File: src/rtl/lcd_pkg.sv
// Shared types and default timing for the HD44780-style LCD bus reader.
// Holds the transaction state enum, 50 MHz timing defaults, status-byte
// field positions and a small max helper used to size the phase timer.
package lcd_pkg;

    typedef enum logic [2:0] {
        IDLE,
        SETUP,
        E_HIGH,
        E_LOW,
        DONE
    } state_e;

    // Default phase lengths in CLOCK_50 cycles
    localparam int unsigned T_AS_DEF      = 7;
    localparam int unsigned T_EH_DEF      = 23;
    localparam int unsigned T_EL_DEF      = 27;
    localparam int unsigned MAX_POLLS_DEF = 1023;

    // Status byte layout: busy flag on top, address counter below
    localparam int unsigned BF_BIT   = 7;
    localparam int unsigned ADDR_MSB = 6;
    localparam int unsigned ADDR_W   = 7;
    localparam int unsigned DATA_W   = 8;

    function automatic int unsigned max3(input int unsigned a,
                                         input int unsigned b,
                                         input int unsigned c);
        int unsigned m;
        m = (a > b) ? a : b;
        return (m > c) ? m : c;
    endfunction

endpackage

File: src/rtl/lcd_timer.sv
// Loadable down-counter shared by all timed phases of the reader.
// Ports: clk/rst (async active-high), load + load_val restart the count,
//        zero_c flags the last cycle of the current phase.
module lcd_timer #(
    parameter int unsigned W = 5
) (
    input  logic         clk,
    input  logic         rst,
    input  logic         load,
    input  logic [W-1:0] load_val,
    output logic         zero_c
);

    logic [W-1:0] cnt_q;
    logic [W-1:0] cnt_d;

    // Loaded with length-1 so zero_c marks the final cycle of the phase
    always_comb begin
        cnt_d = cnt_q;
        if (load) begin
            cnt_d = load_val;
        end else if (cnt_q != '0) begin
            cnt_d = cnt_q - W'(1);
        end
    end

    always_ff @(posedge clk or posedge rst) begin
        if (rst) begin
            cnt_q <= '0;
        end else begin
            cnt_q <= cnt_d;
        end
    end

    assign zero_c = (cnt_q == '0);

endmodule

File: src/rtl/lcd_read_ctrl.sv
// HD44780-style LCD bus reader: single status/data read cycles, with an
// optional busy-flag poll that re-reads status until BF=0 or MAX_POLLS.
// Ports: CLOCK_50/RST clock and async reset; iREQ/iRS/iPOLL request;
//        oBUSY bus ownership; oVALID/oDATA/oBF/oADDR/oTIMEOUT result;
//        LCD_RW/LCD_RS/LCD_E bus strobes; DATA_BUS sampled, never driven.
// Build option: LCD_READ_SYNC_EN inserts a 2-flop synchroniser on DATA_BUS.
module lcd_read_ctrl
    import lcd_pkg::*;
#(
    parameter int unsigned T_AS      = T_AS_DEF,
    parameter int unsigned T_EH      = T_EH_DEF,
    parameter int unsigned T_EL      = T_EL_DEF,
    parameter int unsigned MAX_POLLS = MAX_POLLS_DEF
) (
    input  logic       CLOCK_50,
    input  logic       RST,
    input  logic       iREQ,
    input  logic       iRS,
    input  logic       iPOLL,
    output logic       oBUSY,
    output logic       oVALID,
    output logic [7:0] oDATA,
    output logic       oBF,
    output logic [6:0] oADDR,
    output logic       oTIMEOUT,
    output logic       LCD_RW,
    output logic       LCD_RS,
    output logic       LCD_E,
    inout  wire  [7:0] DATA_BUS
);

    localparam int unsigned TMR_W  = $clog2(max3(T_AS, T_EH, T_EL) + 1);
    localparam int unsigned PCNT_W = $clog2(MAX_POLLS + 1);

    state_e              state_q, state_d;
    logic [PCNT_W-1:0]   pcnt_q, pcnt_d;
    logic                rs_lat_q, rs_lat_d;
    logic                poll_lat_q, poll_lat_d;
    logic [DATA_W-1:0]   data_q, data_d;
    logic                bf_q, bf_d;
    logic [ADDR_W-1:0]   addr_q, addr_d;
    logic                valid_q, valid_d;
    logic                timeout_q, timeout_d;
    logic                busy_q, busy_d;
    logic                e_q, e_d;
    logic                rs_q, rs_d;

    logic                tmr_load;
    logic [TMR_W-1:0]    tmr_val;
    logic                tmr_zero_c;
    logic [DATA_W-1:0]   sample_c;

    // The reader only listens on the bus
    assign DATA_BUS = 8'bz;

`ifdef LCD_READ_SYNC_EN
    logic [DATA_W-1:0] sync1_q;
    logic [DATA_W-1:0] sync2_q;

    // Capture sees the bus as it was two cycles earlier
    always_ff @(posedge CLOCK_50 or posedge RST) begin
        if (RST) begin
            sync1_q <= '0;
            sync2_q <= '0;
        end else begin
            sync1_q <= DATA_BUS;
            sync2_q <= sync1_q;
        end
    end

    assign sample_c = sync2_q;

    // E must stay high long enough for data to traverse the synchroniser
    if (T_EH < 3) begin : g_teh_check
        $error("lcd_read_ctrl: T_EH must be >= 3 with LCD_READ_SYNC_EN");
    end
`else
    assign sample_c = DATA_BUS;
`endif

    lcd_timer #(
        .W (TMR_W)
    ) u_timer (
        .clk      (CLOCK_50),
        .rst      (RST),
        .load     (tmr_load),
        .load_val (tmr_val),
        .zero_c   (tmr_zero_c)
    );

    // Next-state, result capture and registered bus strobes
    always_comb begin
        state_d    = state_q;
        pcnt_d     = pcnt_q;
        rs_lat_d   = rs_lat_q;
        poll_lat_d = poll_lat_q;
        data_d     = data_q;
        bf_d       = bf_q;
        addr_d     = addr_q;
        valid_d    = 1'b0;
        timeout_d  = timeout_q;
        tmr_load   = 1'b0;
        tmr_val    = '0;

        unique case (state_q)
            IDLE: begin
                if (iREQ) begin
                    state_d    = SETUP;
                    tmr_load   = 1'b1;
                    tmr_val    = TMR_W'(T_AS - 1);
                    rs_lat_d   = iRS;
                    // Polling only makes sense on status reads
                    poll_lat_d = iPOLL & ~iRS;
                    pcnt_d     = '0;
                    timeout_d  = 1'b0;
                end
            end
            SETUP: begin
                if (tmr_zero_c) begin
                    state_d  = E_HIGH;
                    tmr_load = 1'b1;
                    tmr_val  = TMR_W'(T_EH - 1);
                end
            end
            E_HIGH: begin
                if (tmr_zero_c) begin
                    state_d  = E_LOW;
                    tmr_load = 1'b1;
                    tmr_val  = TMR_W'(T_EL - 1);
                    data_d   = sample_c;
                    if (!rs_lat_q) begin
                        bf_d   = sample_c[BF_BIT];
                        addr_d = sample_c[ADDR_MSB:0];
                    end else begin
                        bf_d   = 1'b0;
                    end
                end
            end
            E_LOW: begin
                if (tmr_zero_c) begin
                    if (poll_lat_q && bf_q && (pcnt_q < PCNT_W'(MAX_POLLS))) begin
                        state_d  = SETUP;
                        tmr_load = 1'b1;
                        tmr_val  = TMR_W'(T_AS - 1);
                        pcnt_d   = pcnt_q + PCNT_W'(1);
                    end else begin
                        state_d   = DONE;
                        valid_d   = 1'b1;
                        timeout_d = poll_lat_q & bf_q;
                    end
                end
            end
            DONE: begin
                state_d = IDLE;
                pcnt_d  = '0;
            end
            default: begin
                state_d = IDLE;
            end
        endcase

        busy_d = (state_d != IDLE);
        e_d    = (state_d == E_HIGH);
        rs_d   = busy_d & rs_lat_d;
    end

    always_ff @(posedge CLOCK_50 or posedge RST) begin
        if (RST) begin
            state_q    <= IDLE;
            pcnt_q     <= '0;
            rs_lat_q   <= 1'b0;
            poll_lat_q <= 1'b0;
            data_q     <= '0;
            bf_q       <= 1'b0;
            addr_q     <= '0;
            valid_q    <= 1'b0;
            timeout_q  <= 1'b0;
            busy_q     <= 1'b0;
            e_q        <= 1'b0;
            rs_q       <= 1'b0;
        end else begin
            state_q    <= state_d;
            pcnt_q     <= pcnt_d;
            rs_lat_q   <= rs_lat_d;
            poll_lat_q <= poll_lat_d;
            data_q     <= data_d;
            bf_q       <= bf_d;
            addr_q     <= addr_d;
            valid_q    <= valid_d;
            timeout_q  <= timeout_d;
            busy_q     <= busy_d;
            e_q        <= e_d;
            rs_q       <= rs_d;
        end
    end

    assign oBUSY    = busy_q;
    assign oVALID   = valid_q;
    assign oDATA    = data_q;
    assign oBF      = bf_q;
    assign oADDR    = addr_q;
    assign oTIMEOUT = timeout_q;
    assign LCD_RW   = busy_q;
    assign LCD_RS   = rs_q;
    assign LCD_E    = e_q;

endmodule

File: config.mk
export PLATFORM = sky130hd
export DESIGN_NAME = lcd_read_ctrl
export DESIGN_NICKNAME = d
export VERILOG_FILES = /design/src/rtl/lcd_pkg.sv /design/src/rtl/lcd_timer.sv /design/src/rtl/lcd_read_ctrl.sv
export SDC_FILE = /design/constraint.sdc
export NUM_CORES = 1
export LEC_CHECK = 0
export BUFFER_PORTS_ARGS = -buffer_cell sky130_fd_sc_hd__buf_2
export CORE_MARGIN = 5
export CORE_UTILIZATION = 31
export CTS_BUF_LIST = sky130_fd_sc_hd__clkbuf_2 sky130_fd_sc_hd__clkbuf_4 sky130_fd_sc_hd__clkbuf_8
export CTS_CLUSTER_DIAMETER = 50
export CTS_CLUSTER_SIZE = 30
export DETAILED_ROUTE_END_ITERATION = 10
export SYNTH_ARGS = -nofsm -noshare
export SYNTH_HDL_FRONTEND = slang
export SYNTH_SLANG_ARGS = --single-unit
export TNS_END_PERCENT = 1
File: constraint.sdc
create_clock -name CLOCK_50 -period 2.2 [get_ports CLOCK_50]
set_input_delay 0.33 -clock CLOCK_50 [delete_from_list [all_inputs] [get_ports CLOCK_50]]
set_output_delay 0.33 -clock CLOCK_50 [all_outputs]
set_load 0.01 [all_outputs]
# After elaboration in Yosys (flattened, before gate mapping)

Index checks and enable logic that the tools add are counted.

Bits in registers: 28
Input bits: 5
Output and inout port bits: 30
Logic and storage cells: 78

Add/sub/neg operators: 2
Order comparisons: 1
Equality and inequality tests: 9
Muxes and demuxes: 33
Bitwise operators: 5
Reductions and logical operators: 15

Operators by type and width:

| cell                                                                  | number |
|---|---|
| 10-bit two-way mux                                                    | 3 |
| 10-bit case mux with 3 select lines                                   | 1 |
| 3-bit two-way mux                                                     | 8 |
| 5-bit two-way mux                                                     | 4 |
| 5-bit case mux with 4 select lines                                    | 1 |
| 1-bit two-way mux                                                     | 13 |
| 3-bit case mux with 4 select lines                                    | 1 |
| 10-bit by 1-bit adder with 10-bit output, second input constant       | 1 |
| 10-bit less-than comparator, second input constant                    | 1 |
| 3-bit by 2-bit equality test with 1-bit output, second input constant | 3 |
| 2-bit != test, second input constant                                  | 4 |
| 4-bit AND reduction                                                   | 2 |
| 3-bit nonzero test                                                    | 2 |
| 5-bit logical NOT                                                     | 1 |
| 5-bit nonzero test                                                    | 1 |
| 5-bit by 1-bit subtractor with 5-bit output, second input constant    | 1 |
| 2-bit AND reduction                                                   | 2 |
| 2-bit nonzero test                                                    | 2 |
| 1-bit AND                                                             | 3 |
| 3-bit by 1-bit equality test with 1-bit output, second input constant | 1 |
| 3-bit equality test, second input constant                            | 1 |
| 3-bit logical NOT                                                     | 1 |
| 1-bit case mux with 3 select lines                                    | 1 |
| 3-bit AND reduction                                                   | 1 |
| other kinds (4)                                                       | 6 |

# Logic depth before layout (Yosys ltp)

Gate-level depths: netlist (run 1).

Depth after elaboration: 7
Gate-level depth with buffers: 6
Mapped depth without buffers: 5

# Hierarchy

From an unflattened synthesis (run 1), not the netlist that was laid out.

Cell total of the unflattened synthesis: 97
Area, all modules: 922.1 um^2

By module, submodules not included:

| module        | instances | cells each | area an instance (um^2) | sequential area each (um^2) |
|---|---|---|---|---|
| lcd_read_ctrl | 1         | 69         | 639.4                   | 250.2 |
| lcd_timer     | 1         | 28         | 282.8                   | 125.1 |

# Least setup slack after synthesis (run 1)

Ideal clock, no wire load.

Path type: register to register
Start: register u_timer.cnt_q[0]
End: register state_q[1]
Setup time: 0.078 ns
Data arrival time: 1.644 ns
Required time: 2.122 ns
Setup slack: 0.478 ns
Stages on the path, launching flop included: 7
Path buffers: 1
Clock period less this slack: 1.722 ns
Cells stage by stage: dfrtp_1 inv_1 ha_1 or4b_1 clkbuf_2 or3_1 a21oi_1

Word-level cells in the longest chain between the ends: 3
Elaborated cells between the ends (all ways): 5
Those cells by class: mux: 4; reduce/logical: 1

Ends and longest elaborated chain:

| element                                | line                                                             | text |
|---|---|---|
| from (decl)                            | lcd_timer.sv:14                                                  | `logic [W-1:0] cnt_q;` |
| from (signal assigned)                 | lcd_timer.sv:31                                                  | `cnt_q <= cnt_d;` |
| 5-bit logical NOT (*)                  | lcd_timer.sv:35                                                  | `assign zero_c = (cnt_q == '0);` |
| 3-bit two-way mux (on tied branches)   | lcd_read_ctrl.sv:140, lcd_read_ctrl.sv:119, lcd_read_ctrl.sv:126 |  |
| 3-bit case mux with 4 select lines (*) | lcd_read_ctrl.sv:105                                             | `unique case (state_q)` |
| net state_d[1]                         | lcd_read_ctrl.sv:35                                              | `state_e state_q, state_d;` |
| to (signal assigned)                   | lcd_read_ctrl.sv:182                                             | `state_q <= state_d;` |
| to (decl)                              | lcd_read_ctrl.sv:35                                              |  |

Mark *: on every way through the listed nets, which the timed path passes. The rest lies on a longest branch.
A chain may end at the register's enable or synchronous reset.

# Worst setup path after layout (run 1)

Same ends and word-level chain as after synthesis.

==> results of run 1 <==
-- layout make-up --
class                   count  area, um^2
clock buffers               3       22.52
clock inverters             1       5.005
fillers                   274        1846
inverters                   4       15.01
multi-input cells          54       349.1
flip-flops and latches     15       375.4
well taps                  31       38.79
repair buffers             25       130.1
-- routing by layer --
metal / routed length, um / global-route usage [%]
met5: 0 / 0
met4: 70 / 8.571
met3: 183 / 1.226
met2: 714 / 13.32
met1: 680 / 8.846
-- layout by cell type, fill, tap and decap left out, types with 2 or more instances in the layout --
master,Yosys,final
clkbuf_4,0,3
buf_4,24,2
nor2_1,3,3
nand2_1,3,3
dfrtp_1,15,15
nor4b_2,2,2
nand3_1,2,2
buf_2,0,23
inv_1,4,4
ha_1,2,2
xor2_1,2,2
and2_1,2,2
conb_1,1,10
nor3_1,5,5
o21ai_0,3,3
o211ai_1,2,2
a21oi_1,4,4
-- worst max-delay path: cells and delay by family (launching register included) --
family / cells / cell delay (ns)
simple gates: 2 / 0.99
flops: 1 / 0.41
fa+ha+maj: 1 / 0.20
compound gates: 1 / 0.16
buf+inv: 1 / 0.10
-- cell families after synthesis --
logic type	after synthesis	synth area share, %
buffers and inverters	32	23.44
and+or+nand+nor	22	15.12
AOI/OAI and AO/OA	15	11.37
DFF	15	41.61
xor gates and xnor gates	3	2.913
adders and majority gates	2	2.773
muxes	2	2.358
other	1	0.4157
-- sequential cells by signal, indices dropped and copies added (netlist names) --
name	count
LCD_E	1
LCD_RS	1
LCD_RW	1
oADDR	1
oDATA	1
oVALID	1
rs_lat_q	1
state_q	3
u_timer.cnt_q	5
-- worst paths after layout --
kind	start	to	slack [ns]	cells past startpoint
worst min-delay path	RST	oDATA[0]$_DFFE_PP0P_	0.09	2
min in group CLOCK_50	iRS	rs_lat_q$_DFF_PP0_	0.28	2
worst min register to register	rs_lat_q$_DFF_PP0_	oADDR[0]$_DFFE_PP0P_	0.52	1
worst max register to register	u_timer.cnt_q[0]$_DFFE_PP0P_	state_q[1]$_DFF_PP0_	0.27	5
worst max-delay path	u_timer.cnt_q[0]$_DFFE_PP0P_	state_q[1]$_DFF_PP0_	0.27	5
max in group asynchronous	RST	u_timer.cnt_q[4]$_DFFE_PP0P_	1.74	2
-- stage by stage --
stage          cell area (um^2)  instances
2_1_floorplan             935.9        101
3_3_place_gp              908.4        129
3_5_place_dp              908.4        129
4_1_cts                   935.9        133
5_1_grt                   935.9        133
6_report                  935.9        133
-- power by group through the flow --
stage	clock network, mW	registers (mW)	logic, mW
after CTS	0.170	0.463	0.368
final	0.160	0.465	0.363
after global routing	0.180	0.480	0.404
after floorplan	0	0.439	0.316
after detailed placement	0	0.468	0.367
after global placement	0	0.463	0.349
==> flow_summary.toml, run 1 <==
[yosys]
synth-main-ff-cell = "dfrtp_1"
synth_edf_count = 0
synth_most_common_cell = "buf_4"
yosysWarnings = 0
yosysSeqAreaShare_pct = 41.61
postSynthAreaPerCell_um2 = 9.806
syn_inst = 92
synth-seq-cells = 15
synth_commonest_cells = "buf_4 (24), dfrtp_1 (15), nor3_1 (5)"
synth_cell_type_count = 32
synth_area_leader_cell = "dfrtp_1"
synth_top_area_share_pct = 41.61
syn-cell-area_um2 = 902.1
async_flop_share_pct = 100.0
yosys-top-cells-area = "dfrtp_1 (42%), buf_4 (20%), nor4b_2 (3.3%)"

[sta]
post-route-period-util_pct = 87.84
rsz0062_at_grt = "no"
hold_ws_ns = 0.08565
slew_violations = 0
setup_viol = 0
fin_crit_ns = 1.933
finClkSkew_ns = 0.002204
slew_headroom_pct = 60.84
fin_ws_ns = 0.2675
fmax_mhz = 517.5
tns_ns = 0
tightest_slew_ns = 0.5868
hold_violations = 0

[power]
power_switching_uw = 371.6
power_frac_clock_pct = 16.2
finalPower_uw = 988.1
peakVddDrop_v = 0.0004545
comb_power_share_pct = 36.8
leakage_nw = 0.4921
p_int_uw = 616.5
switching_share_pct = 37.61
seqPwrFrac_pct = 47.0
p_per_area_nw_per_um2 = 1056

[routing]
drtAntennaViolNets = 0
initialDrtViolationCount = 9
wl_per_cell_um = 12.40
dr_total_vias = 621
drc = 0
vias_per_cell = 4.669
detail_route.first_pass.iterations = 3
drt-total-wl_mm = 1.649

[clock_tree]
cts-buffers-inserted = 3
post-cts-setup-buffer-count = 0
clockBufferDepth = 2
htreeDepth = 1
cts_tree = "done"
postCtsResizedCells = 0
clockRootBuffer = "clkbuf_4"
clk_latency_ns = 0.29
hold_buffers = 0
cts_sinks = 15
path_clk_slew_ns = 0.09

[setup_path]
criticalPathCategory = "reg -> reg"
end_kind = "flip-flop"
path_max_fanout = 8
critical_path_required_ns = 2.42
slowest_stage = "or4b_1"
cp_cell_sequence = "inv_1 -> ha_1 -> or4b_1 -> or3_1 -> a21oi_1"
crit_path_start_kind = "flip-flop"
cp.arrival_ns = 2.15
cp_slowest_stage_delay_ns = 0.60

[grt]
grt_antenna_before_repair = 0
grt_start_max_net_pins = 16
grt_pass1_wl_mm = 2.539
grt-ovfl-total = 0
first_global_vias = 588
globalRouteTotalUtil_pct = 8.264

[status]
status = "finished clean"

[cells_and_area]
final_nets = 110
finalCoreUtilization_pct = 33.65
drive_above_1_share_pct = 33.33
areaGrowthSynthToFinish_pct = 3.745
diodes = 0

[hold_path]
hp-class = "in -> async"

[floorplan]
die_h_um = 63.95
dieArea_um2 = 4089
design.core.area_um2 = 2781
core.rowCount = 19
start_util_pct = 32.43
die_w_um = 63.95
ioPinCount = 35

[placed_design]
gp_congestion = 0.8303
hpwlAfterDp_mm = 1.252
port_buffers = 23
pre_cts_ws_ns = 0.2943

[flow_run]
cap_violations = 0
Note: power is estimated with default switching activity, not from simulation.
==> inputs of run 2 (changes only) <==
CORE_ASPECT_RATIO = 0.8   (was default)
PLACE_DENSITY = 0.54   (was default)
==> flow_summary.toml, run 2 (synthesis results as in run 1) <==
[setup_path]
critPathBufInv = 1
path_delay_family = "simple AND/OR/NAND/NOR gates"
end_kind = "flip-flop"
crit_path_start_kind = "flip-flop"
cp.arrival_ns = 2.08
path_max_fanout = 8
cp_slowest_stage_delay_ns = 0.59
critical_path_required_ns = 2.41
cp_cell_sequence = "inv_1 -> ha_1 -> or4b_1 -> or3_1 -> a21oi_1"
criticalPathCategory = "reg -> reg"
slowest_stage = "or4b_1"

[power]
leakage_nw = 0.4921
peakVddDrop_v = 0.0002466
finalPower_uw = 974.5
p_per_area_nw_per_um2 = 1032

[cells_and_area]
areaGrowthSynthToFinish_pct = 4.716
finalCoreUtilization_pct = 34.16
diodes = 0
regMostFlops = "u_timer.cnt_q"
top_regs = "u_timer.cnt_q x5, state_q x3"
final_cell_area_um2 = 944.7
final_nets = 110
final_common_cell = "buf_2"
drive_above_1_share_pct = 33.33
fill_cells = 296
largest_register_ffs = 5
layout_common_cells = "buf_2 (23), dfrtp_1 (15), conb_1 (10)"

[grt]
globalRouteTotalUtil_pct = 8.189
grt_antenna_before_repair = 0
first_global_vias = 596
grt-ovfl-total = 0
grt_pass1_wl_mm = 2.601
grt_start_max_net_pins = 16

[clock_tree]
path_clk_slew_ns = 0.09
clockRootBuffer = "clkbuf_4"
postCtsResizedCells = 0
hold_buffers = 0
cts_sinks = 15
post-cts-setup-buffer-count = 0
clockBufferDepth = 2
htreeDepth = 1
cts_tree = "done"
clk_latency_ns = 0.28
cts-buffers-inserted = 3

[routing]
drtAntennaViolNets = 0
vias_per_cell = 4.486
wl_per_cell_um = 11.26
initialDrtViolationCount = 3
drc = 0
detail_route.first_pass.iterations = 3
dr_total_vias = 628
drt-total-wl_mm = 1.577

[placed_design]
hpwlAfterDp_mm = 1.195
detailed_place.area_um2 = 917.1
gp_congestion = 0.7653
port_buffers = 23

[flow_run]
cap_violations = 0

[sta]
hold_violations = 0
fin_crit_ns = 1.871
rsz0062_at_grt = "no"
post-route-period-util_pct = 85.04
tns_ns = 0
slew_headroom_pct = 62.23
tightest_slew_ns = 0.5659
fmax_mhz = 534.5
slew_violations = 0
finClkSkew_ns = 0.001568
setup_viol = 0

[status]
status = "finished clean"

[floorplan]
core.rowCount = 17
dieArea_um2 = 4096
ioPinCount = 35
design.core.area_um2 = 2765
die_h_um = 58.25
die_w_um = 70.31
start_util_pct = 32.62

[hold_path]
hp-class = "in -> async"
run 2: worst paths after layout:
check	depth (start not counted)	slack (ns)	end	start
max in group asynchronous	2	1.75	u_timer.cnt_q[0]$_DFFE_PP0P_	RST
hold reg to reg	1	0.49	oADDR[0]$_DFFE_PP0P_	rs_lat_q$_DFF_PP0_
setup reg to reg	5	0.33	state_q[1]$_DFF_PP0_	u_timer.cnt_q[0]$_DFFE_PP0P_
min in group CLOCK_50	2	0.29	rs_lat_q$_DFF_PP0_	iRS
setup / recovery	5	0.33	state_q[1]$_DFF_PP0_	u_timer.cnt_q[0]$_DFFE_PP0P_
hold / removal	2	0.08	u_timer.cnt_q[1]$_DFFE_PP0P_	RST
run 2: metal layers:
layer | global-route usage (%) | wire, um | vias up
li1 | - | - | 301
met1 | 8.746 | 643 | 303
met2 | 14.53 | 787 | 22
met3 | 1.733 | 127 | 2
met4 | 5.738 | 19 | 0
met5 | 0 | 0 | -
run 2: per-stage QoR:
stage	hold WS (ns)	worst slack [ns]	std cells
after CTS	0.1031	0.3331	140
final	0.08353	0.3291	140
after detailed placement	0.4206	0.3483	136
after global routing	0.1439	0.2407	140
after global placement	0.4169	0.3750	136
after floorplan	0.2315	0.4776	101
run 2: layout make-up:
cell class	instances	area, um^2	share of cell area, %
Timing Repair Buffer	25	130.1	13.77
Tap cell	38	47.55	5.033
Inverter	4	15.01	1.589
Clock inverter	1	5.005	0.5298
Clock buffer	3	22.52	2.384
Multi-Input combinational cell	54	349.1	36.95
Sequential cell	15	375.4	39.74
run 2: where the power goes:
group          switching (mW)  total (mW)  internal [mW]
combinational           0.171       0.352          0.181
sequential             0.0971       0.464          0.367
clock                  0.0915       0.159         0.0675
==> inputs of run 3 (changes only) <==
clock period = 2.3 ns   (was 2.2 ns; I/O delays follow)
==> flow_summary.toml, run 3 (synthesis results as in run 1) <==
[status]
status = "finished clean"

[power]
peakVddDrop_v = 0.0002465
finalPower_uw = 939.2
leakage_nw = 0.4928
p_per_area_nw_per_um2 = 991.6

[setup_path]
regToRegSetupSlack_ns = 0.38
r2r-start = "u_timer.cnt_q[0]$_DFFE_PP0P_"
cp-endpoint = "state_q[1]$_DFF_PP0_"
critical_path_required_ns = 2.50
critPathBufInv = 1
cp-startpoint = "u_timer.cnt_q[0]$_DFFE_PP0P_"
path_max_fanout = 8
cp_cell_sequence = "inv_1 -> ha_1 -> or4b_1 -> or3_1 -> a21oi_1"
path_delay_family = "simple AND/OR/NAND/NOR gates"
slowest_stage = "or4b_1"
crit_path_start_kind = "flip-flop"
critical_path_depth = 5
cp.arrival_ns = 2.11
r2r_end = "state_q[1]$_DFF_PP0_"
rr_worst_depth = 5
criticalPathCategory = "reg -> reg"
end_kind = "flip-flop"
cp_slowest_stage_delay_ns = 0.60

[hold_path]
hp-class = "in -> async"

[routing]
detailroute.wirelength.met3_um = 149
initialDrtViolationCount = 15
top_layer = "met4"
drc = 0
wl_met1_um = 648
dr_wl_met2_um = 779
detail_route.first_pass.iterations = 4
dr_total_vias = 609
drt-total-wl_mm = 1.604
vias_per_cell = 4.350
drtAntennaViolNets = 0
wl_per_cell_um = 11.46

[placed_design]
gp_congestion = 0.7633
hpwlAfterDp_mm = 1.210
port_buffers = 23

[sta]
tightest_slew_ns = 0.5783
hold_violations = 0
slew_headroom_pct = 61.40
post-route-period-util_pct = 83.33
fmax_mhz = 521.7
rsz0062_at_grt = "no"
tns_ns = 0
finClkSkew_ns = 0.004123
slew_violations = 0
hold_ws_ns = 0.1097
setup_viol = 0
fin_crit_ns = 1.917

[floorplan]
dieArea_um2 = 4096
die_h_um = 58.25
start_util_pct = 32.62
die_w_um = 70.31
design.core.area_um2 = 2765
core.rowCount = 17
ioPinCount = 35

[grt]
grt_pass1_wl_mm = 2.622
globalRouteTotalUtil_pct = 8.257
grt-ovfl-total = 0
first_global_vias = 575
grt_antenna_before_repair = 0
grt_start_max_net_pins = 16

[clock_tree]
post-cts-setup-buffer-count = 0
cts_sinks = 15
clockRootBuffer = "clkbuf_4"
clockBufferDepth = 2
cts-buffers-inserted = 3
postCtsResizedCells = 0
clk_latency_ns = 0.28
cts_tree = "done"
hold_buffers = 0
htreeDepth = 1
path_clk_slew_ns = 0.09

[cells_and_area]
top_regs = "u_timer.cnt_q x5, state_q x3"
multi_input_comb_area_um2 = 349.1
regMostFlops = "u_timer.cnt_q"
final_common_cell = "buf_2"
fill_cells = 294
drive_above_1_share_pct = 33.33
largest_register_ffs = 5
diodes = 0
regArea_um2 = 375.4
layout_common_cells = "buf_2 (23), dfrtp_1 (15), conb_1 (10)"
areaGrowthSynthToFinish_pct = 4.993
finalCoreUtilization_pct = 34.25
final_nets = 110

[flow_run]
cap_violations = 0
## run 3: cell count changes in the layout (fill, tap and decap cells not counted), sizes merged
cell    delta
clkbuf     +1
clkinv     -1
## run 3: final cells by class
type | count | area share [%]
inverter | 4 | 1.585
multi-input combinational | 54 | 36.86
sequential | 15 | 39.63
timing repair buffer | 25 | 13.74
tap | 38 | 5.020
clock buffer | 4 | 3.170
## run 3: per-stage QoR
| stage | instance area, um^2 | cells | setup WS [ns] |
|---|---|---|---|
| 4_1_cts | 947.2 | 140 | 0.3802 |
| 3_3_place_gp | 917.1 | 136 | 0.4741 |
| 6_report | 947.2 | 140 | 0.3834 |
| 3_5_place_dp | 917.1 | 136 | 0.4048 |
| 2_1_floorplan | 935.9 | 101 | 0.5776 |
| 5_1_grt | 947.2 | 140 | 0.2687 |
## run 3: where the power goes
group          total [mW]  internal, mW  switching, mW
logic               0.339         0.173          0.166
clock network       0.157        0.0790         0.0782
registers           0.443         0.351         0.0918
total               0.939         0.604          0.336
## run 3: how the worst min path moves through the flow
stage	startpoint	endpoint	slack, ns	cells past startpoint
6_report	RST	LCD_RS$_DFF_PP0_	0.11	2
5_1_grt	RST	u_timer.cnt_q[4]$_DFFE_PP0P_	0.16	2
4_1_cts	RST	u_timer.cnt_q[4]$_DFFE_PP0P_	0.13	2
3_5_place_dp	RST	u_timer.cnt_q[4]$_DFFE_PP0P_	0.44	2
3_3_place_gp	RST	u_timer.cnt_q[3]$_DFFE_PP0P_	0.43	2
2_1_floorplan	RST	LCD_E$_DFF_PP0_	0.25	1
## run 3: layer usage
| layer | GRT usage, % | vias up |
|---|---|---|
| li1 | - | 298 |
| met4 | 3.279 | 0 |
| met3 | 3.466 | 2 |
| met1 | 9.043 | 284 |
| met5 | 0 | - |
| met2 | 14.27 | 25 |
